**src/rtl/axi_4_lite_slv_regfile.sv**
```systemverilog
`default_nettype none
// ============================================================================
// Module      : axi_4_lite_slv_regfile
// Description : Parametrised AXI4-Lite slave register file with per-register
//               read-only mask, SLVERR on bad accesses and write pulses.
// Revision    : 1.0 - initial release
// ============================================================================
module axi_4_lite_slv_regfile #(
    parameter int                      C_DATA_WIDTH = 32,
    parameter int                      C_ADDR_WIDTH = 8,
    parameter int                      C_NUM_REGS   = 32,
    parameter logic [C_NUM_REGS-1:0]   C_RO_MASK    = '0,
    parameter logic [C_DATA_WIDTH-1:0] C_RESET_VAL  = '0,
    localparam int                     IDXW         = (C_NUM_REGS > 1) ? $clog2(C_NUM_REGS) : 1
) (
    input  logic                      S_AXI_ACLK,
    input  logic                      S_AXI_ARESETN,
    input  logic                      S_AXI_AWVALID,
    output logic                      S_AXI_AWREADY,
    input  logic [C_ADDR_WIDTH-1:0]   S_AXI_AWADDR,
    input  logic [2:0]                S_AXI_AWPROT,
    input  logic                      S_AXI_WVALID,
    output logic                      S_AXI_WREADY,
    input  logic [C_DATA_WIDTH-1:0]   S_AXI_WDATA,
    input  logic [C_DATA_WIDTH/8-1:0] S_AXI_WSTRB,
    output logic                      S_AXI_BVALID,
    input  logic                      S_AXI_BREADY,
    output logic [1:0]                S_AXI_BRESP,
    input  logic                      S_AXI_ARVALID,
    output logic                      S_AXI_ARREADY,
    input  logic [C_ADDR_WIDTH-1:0]   S_AXI_ARADDR,
    input  logic [2:0]                S_AXI_ARPROT,
    output logic                      S_AXI_RVALID,
    input  logic                      S_AXI_RREADY,
    output logic [C_DATA_WIDTH-1:0]   S_AXI_RDATA,
    output logic [1:0]                S_AXI_RRESP,
    output logic [C_NUM_REGS-1:0]     REG_WR_PULSE,
    output logic [IDXW-1:0]           DEB_READ_INDEX,
    output logic [IDXW-1:0]           DEB_WRITE_INDEX
);

    localparam int            c_strbw    = C_DATA_WIDTH / 8;
    localparam int            c_addr_lsb = $clog2(c_strbw);
    localparam logic [IDXW:0] c_num_regs = C_NUM_REGS[IDXW:0];

    localparam logic [0:0] c_w_idle = 1'b0;
    localparam logic [0:0] c_w_resp = 1'b1;
    localparam logic [0:0] c_r_idle = 1'b0;
    localparam logic [0:0] c_r_data = 1'b1;

    logic                    r_rdy_en;
    logic [0:0]              r_wstate;
    logic [0:0]              r_rstate;
    logic                    r_aw_held;
    logic                    r_w_held;
    logic [C_ADDR_WIDTH-1:0] r_aw_addr;
    logic [C_DATA_WIDTH-1:0] r_w_data;
    logic [c_strbw-1:0]      r_w_strb;
    logic [1:0]              r_bresp;
    logic [1:0]              r_rresp;
    logic [C_DATA_WIDTH-1:0] r_rdata;
    logic [C_NUM_REGS-1:0]   r_wr_pulse;
    logic [IDXW-1:0]         r_deb_rd_idx;
    logic [IDXW-1:0]         r_deb_wr_idx;
    logic [C_DATA_WIDTH-1:0] r_regs [C_NUM_REGS];

    // An address is valid only if its index is below the register count and
    // no bit above the index field is set (no aliasing onto low registers).
    function automatic logic f_in_range(input logic [C_ADDR_WIDTH-1:0] addr);
        logic [C_ADDR_WIDTH-1:0] upper;
        upper = addr >> (c_addr_lsb + IDXW);
        return (upper == '0) && ({1'b0, addr[c_addr_lsb +: IDXW]} < c_num_regs);
    endfunction

    logic            w_aw_hs, w_w_hs, w_b_hs, w_ar_hs, w_r_hs;
    logic            w_commit, w_wr_ok, w_ar_ok;
    logic [IDXW-1:0] w_wr_idx, w_ar_idx;
    logic            w_unused;

    assign S_AXI_AWREADY   = r_rdy_en && (r_wstate == c_w_idle) && !r_aw_held;
    assign S_AXI_WREADY    = r_rdy_en && (r_wstate == c_w_idle) && !r_w_held;
    assign S_AXI_BVALID    = (r_wstate == c_w_resp);
    assign S_AXI_BRESP     = r_bresp;
    assign S_AXI_ARREADY   = r_rdy_en && (r_rstate == c_r_idle);
    assign S_AXI_RVALID    = (r_rstate == c_r_data);
    assign S_AXI_RDATA     = r_rdata;
    assign S_AXI_RRESP     = r_rresp;
    assign REG_WR_PULSE    = r_wr_pulse;
    assign DEB_READ_INDEX  = r_deb_rd_idx;
    assign DEB_WRITE_INDEX = r_deb_wr_idx;

    assign w_aw_hs  = S_AXI_AWVALID && S_AXI_AWREADY;
    assign w_w_hs   = S_AXI_WVALID  && S_AXI_WREADY;
    assign w_b_hs   = S_AXI_BVALID  && S_AXI_BREADY;
    assign w_ar_hs  = S_AXI_ARVALID && S_AXI_ARREADY;
    assign w_r_hs   = S_AXI_RVALID  && S_AXI_RREADY;
    assign w_commit = (r_wstate == c_w_idle) && r_aw_held && r_w_held;
    assign w_wr_idx = r_aw_addr[c_addr_lsb +: IDXW];
    assign w_ar_idx = S_AXI_ARADDR[c_addr_lsb +: IDXW];
    assign w_wr_ok  = f_in_range(r_aw_addr) && !C_RO_MASK[w_wr_idx];
    assign w_ar_ok  = f_in_range(S_AXI_ARADDR);
    assign w_unused = ^{S_AXI_AWPROT, S_AXI_ARPROT};

    // Write channel: AW and W are latched independently, committed together.
    always_ff @(posedge S_AXI_ACLK or negedge S_AXI_ARESETN) begin
        if (!S_AXI_ARESETN) begin
            r_rdy_en     <= 1'b0;
            r_wstate     <= c_w_idle;
            r_aw_held    <= 1'b0;
            r_w_held     <= 1'b0;
            r_aw_addr    <= '0;
            r_w_data     <= '0;
            r_w_strb     <= '0;
            r_bresp      <= 2'b00;
            r_deb_wr_idx <= '0;
        end else begin
            r_rdy_en <= 1'b1;
            if (w_aw_hs) begin
                r_aw_held    <= 1'b1;
                r_aw_addr    <= S_AXI_AWADDR;
                r_deb_wr_idx <= S_AXI_AWADDR[c_addr_lsb +: IDXW];
            end
            if (w_w_hs) begin
                r_w_held <= 1'b1;
                r_w_data <= S_AXI_WDATA;
                r_w_strb <= S_AXI_WSTRB;
            end
            case (r_wstate)
                c_w_idle: begin
                    if (w_commit) begin
                        r_wstate <= c_w_resp;
                        r_bresp  <= w_wr_ok ? 2'b00 : 2'b10;
                    end
                end
                c_w_resp: begin
                    if (w_b_hs) begin
                        r_wstate  <= c_w_idle;
                        r_aw_held <= 1'b0;
                        r_w_held  <= 1'b0;
                    end
                end
                default: r_wstate <= c_w_idle;
            endcase
        end
    end

    always_ff @(posedge S_AXI_ACLK or negedge S_AXI_ARESETN) begin
        if (!S_AXI_ARESETN) begin
            for (int i = 0; i < C_NUM_REGS; i++) begin
                r_regs[i] <= C_RESET_VAL;
            end
            r_wr_pulse <= '0;
        end else begin
            r_wr_pulse <= '0;
            if (w_commit && w_wr_ok && (|r_w_strb)) begin
                for (int b = 0; b < c_strbw; b++) begin
                    if (r_w_strb[b]) begin
                        r_regs[w_wr_idx][8*b +: 8] <= r_w_data[8*b +: 8];
                    end
                end
                r_wr_pulse[w_wr_idx] <= 1'b1;
            end
        end
    end

    // Read channel: data is captured at the AR handshake edge, so a write
    // committing on that same edge is not yet visible.
    always_ff @(posedge S_AXI_ACLK or negedge S_AXI_ARESETN) begin
        if (!S_AXI_ARESETN) begin
            r_rstate     <= c_r_idle;
            r_rdata      <= '0;
            r_rresp      <= 2'b00;
            r_deb_rd_idx <= '0;
        end else begin
            case (r_rstate)
                c_r_idle: begin
                    if (w_ar_hs) begin
                        r_rstate     <= c_r_data;
                        r_deb_rd_idx <= w_ar_idx;
                        if (w_ar_ok) begin
                            r_rdata <= r_regs[w_ar_idx];
                            r_rresp <= 2'b00;
                        end else begin
                            r_rdata <= '0;
                            r_rresp <= 2'b10;
                        end
                    end
                end
                c_r_data: begin
                    if (w_r_hs) begin
                        r_rstate <= c_r_idle;
                    end
                end
                default: r_rstate <= c_r_idle;
            endcase
        end
    end

endmodule
`default_nettype wire

```
**config.mk**
```make
export PLATFORM = sky130hd
export DESIGN_NAME = axi_4_lite_slv_regfile
export DESIGN_NICKNAME = d
export VERILOG_FILES = /design/src/rtl/axi_4_lite_slv_regfile.sv
export SDC_FILE = /design/constraint.sdc
export NUM_CORES = 2
export LEC_CHECK = 0
export ABC_AREA = 1
export BUFFER_PORTS_ARGS = -buffer_cell sky130_fd_sc_hd__buf_4
export CORE_MARGIN = 1
export CORE_UTILIZATION = 50
export CTS_CLUSTER_DIAMETER = 100
export DETAILED_ROUTE_END_ITERATION = 8
export PLACE_DENSITY = 0.8
export SETUP_SLACK_MARGIN = 0.05
export SLEW_MARGIN = 20
export SYNTH_ARGS = -nofsm -noshare
export SYNTH_HDL_FRONTEND = slang
export SYNTH_SLANG_ARGS = --single-unit
```
**constraint.sdc**
```tcl
create_clock -name S_AXI_ACLK -period 1.79 [get_ports S_AXI_ACLK]
set_clock_uncertainty 0.05 [all_clocks]
set_input_delay 0.2685 -clock S_AXI_ACLK [delete_from_list [all_inputs] [get_ports S_AXI_ACLK]]
set_output_delay 0.2685 -clock S_AXI_ACLK [all_outputs]
set_load 0.01 [all_outputs]
```
==> run metrics <==
max frequency 476 MHz; most common cell after layout, fill and taps aside nand2_1; Gate Count Post-Synth 6290; CP Capture Type flip-flop; DRC viols 0; die area 0.103 sq mm; placeable core area 0.100 sq mm; Post-DRT Antenna Nets 0; Placed Cells 7727; total power 81.6 mW; Leakage Power 29.4 nW; P&R area growth vs syn 24.4%; Peak VDD IR 1180 uV; CP Max Fanout 8; share of the synthesized area in the top cell type 56.3%; placed instance area 0.0567 sq mm; total of max-cap violations 0; CTS Buf Count 116; max incr delay on CP 0.42 ns; Synth Register Bits 1142; gr ovfl total 0; outcome finished, violations left; most frequent cells in the layout nand2_1 (2145), dfrtp_1 (1136), nand3_1 (866), o21ai_0 (569), buf_4 (405); I/O pins 148; Worst path slowest cell dfrtp_2; clock buffer depth 3; vias in the first global route 45000; CTS root buffer clkbuf_16; final setup margin -0.312 ns; Crit Path Category reg2reg; worst hold slack 0.0489 ns; Buf+Inv Stages, Crit Path 5; worst-skew pair later-pin latency 0.71 ns; post-synthesis average cell area 8.08 sq um; Critical Path AT 2.63 ns; detailed-router iteration count before antenna repair 6; TritonCTS clock tree done; GP Congestion 0.894; P per Cell Area 1290 mW/mm^2; Worst setup SP type flip-flop; pins over their slew limit 0; RSZ-0062 raised after global routing yes; Final Util 62.9%; top post-synthesis cells by area dfrtp_1 (56%), nand2_1 (17%), nand3_1 (8.5%); post-route setup TNS -147.09 ns; post-place setup slack -0.443 ns; initial antenna violation count 2; hpwl dp 99.8 mm; port bufs 135; non-filler cells in the finished layout 8047; violated checks negative setup slack; Worst slew margin 32.9%; first-pass GRT wire length 249 mm; routed vias 47300; row count 116; Worst Max-Slew Pin Slew 1.01 ns; DRT iter0 DRCs 6795; pin count of the biggest net entering global routing 84; CP most frequent cell buf_12; Clock Sink Count 1142; routed wire length 162 mm; drt wl/cell 20.2 um; Cell Chain, Critical Path inv_2 > nand3_4 > o21ai_4 > clkbuf_16 > buf_6 > nor2_4 > buf_12 > buf_12 > nand2_4 > o21ai_0; hold violation count in the final report 0; final instance area 0.0632 sq mm; class of the tightest hold or removal check in2async; Post-layout nets 6655; clock slew at reported path FFs 0.07 ns; sequential share of the synthesized area 56.3%; Post-Syn Area 0.0508 sq mm; cell family with most CP delay buffers and inverters; post-synth top area cell dfrtp_1; layout cell share with drive strength beyond 1 16.4%; H-Tree Depth 3; Initial Util 50.6%; chip height 321 um; DR vias/cell 5.88; number of distinct library cells after synthesis 25; endpoints failing setup 951; Total Routing Usage GR 30.7%; die extent in x 321 um; Tmin final 2.10 ns; Critical Path RT 2.32 ns; Synthesis Warnings 0; final period utilization 117%
state kept, by name, summed over array words and instances (netlist names), 4 cells and up:
register,cells
r_aw_addr,6
r_w_data,32
r_w_strb,4
r_regs,1024
REG_WR_PULSE,32
S_AXI_RDATA,32
DEB_READ_INDEX,5
power by group:
group	switching, mW	leakage [nW]	total [mW]	internal (mW)
combinational	14.1	11.6	21.0	6.85
clock	10.6	2.02	26.0	15.4
sequential	3.24	15.7	34.7	31.4
total	27.9	29.4	81.6	53.7
cell usage after synthesis:
cell type and count:
a21oi_1 226, buf_1 26, buf_2 106, buf_4 14
buf_6 2, clkbuf_1 333, clkinv_1 3, conb_1 2
dfrtp_1 1142, inv_1 75, inv_2 10, nand2_1 2280
nand2_2 25, nand3_1 866, nand3_2 2, nor2_1 286
nor2_2 26, nor2_4 8, nor3_1 3, nor3_2 2
nor3_4 3, o21ai_0 719, o21ai_1 128, o21ai_4 1
o22ai_1 2
cell families (layout without fill, tap and decap cells):
kind of cell,Yosys count,after routing,synth area share [%]
compound gates,1076,1076,10.6
other cells,2,4,0.0148
simple gates,3501,3510,28.5
buf+inv,569,958,4.60
flops,1142,1142,56.3
repair_timing:
item,CTS,global route
gates resized for setup,200,269
setup buffers,17,15
pin swaps,21,20
hold buffers,47,0
endpoints found under the setup margin,944,1057
endpoints found under the hold margin,494,0
gates cloned,8,16
area by class of cell:
class	count	area (sq um)
inverter	88	358
clock inverter	51	682
multi-input combinational	4589	21300
fill	7817	37200
sequential	1142	28600
timing repair buffer	653	7120
tap	1357	1700
antenna	1	2.50
clock buffer	166	3440
worst paths after layout:
| kind | start | end | slack (ns) | cells past startpoint |
|---|---|---|---|---|
| min reg2reg | S_AXI_RDATA[4] | S_AXI_RDATA[4] | 0.43 | 2 |
| min | S_AXI_ARESETN | r_regs[388] | 0.05 | 2 |
| max | r_w_strb[3] | r_regs[375] | -0.31 | 10 |
| min in group S_AXI_ACLK | S_AXI_ARADDR[7] | S_AXI_RRESP[1] | 0.05 | 4 |
| max reg2reg | r_w_strb[3] | r_regs[375] | -0.31 | 10 |
| max in group asynchronous | S_AXI_ARESETN | r_regs[969] | 0.75 | 4 |
routing by layer:
layer,track usage [%],routed length (um)
met3,6.81,18100
met1,40.8,61300
met5,0,11
met4,15.4,8260
met2,47.6,74800
Note: power is estimated with default switching activity, not from simulation.
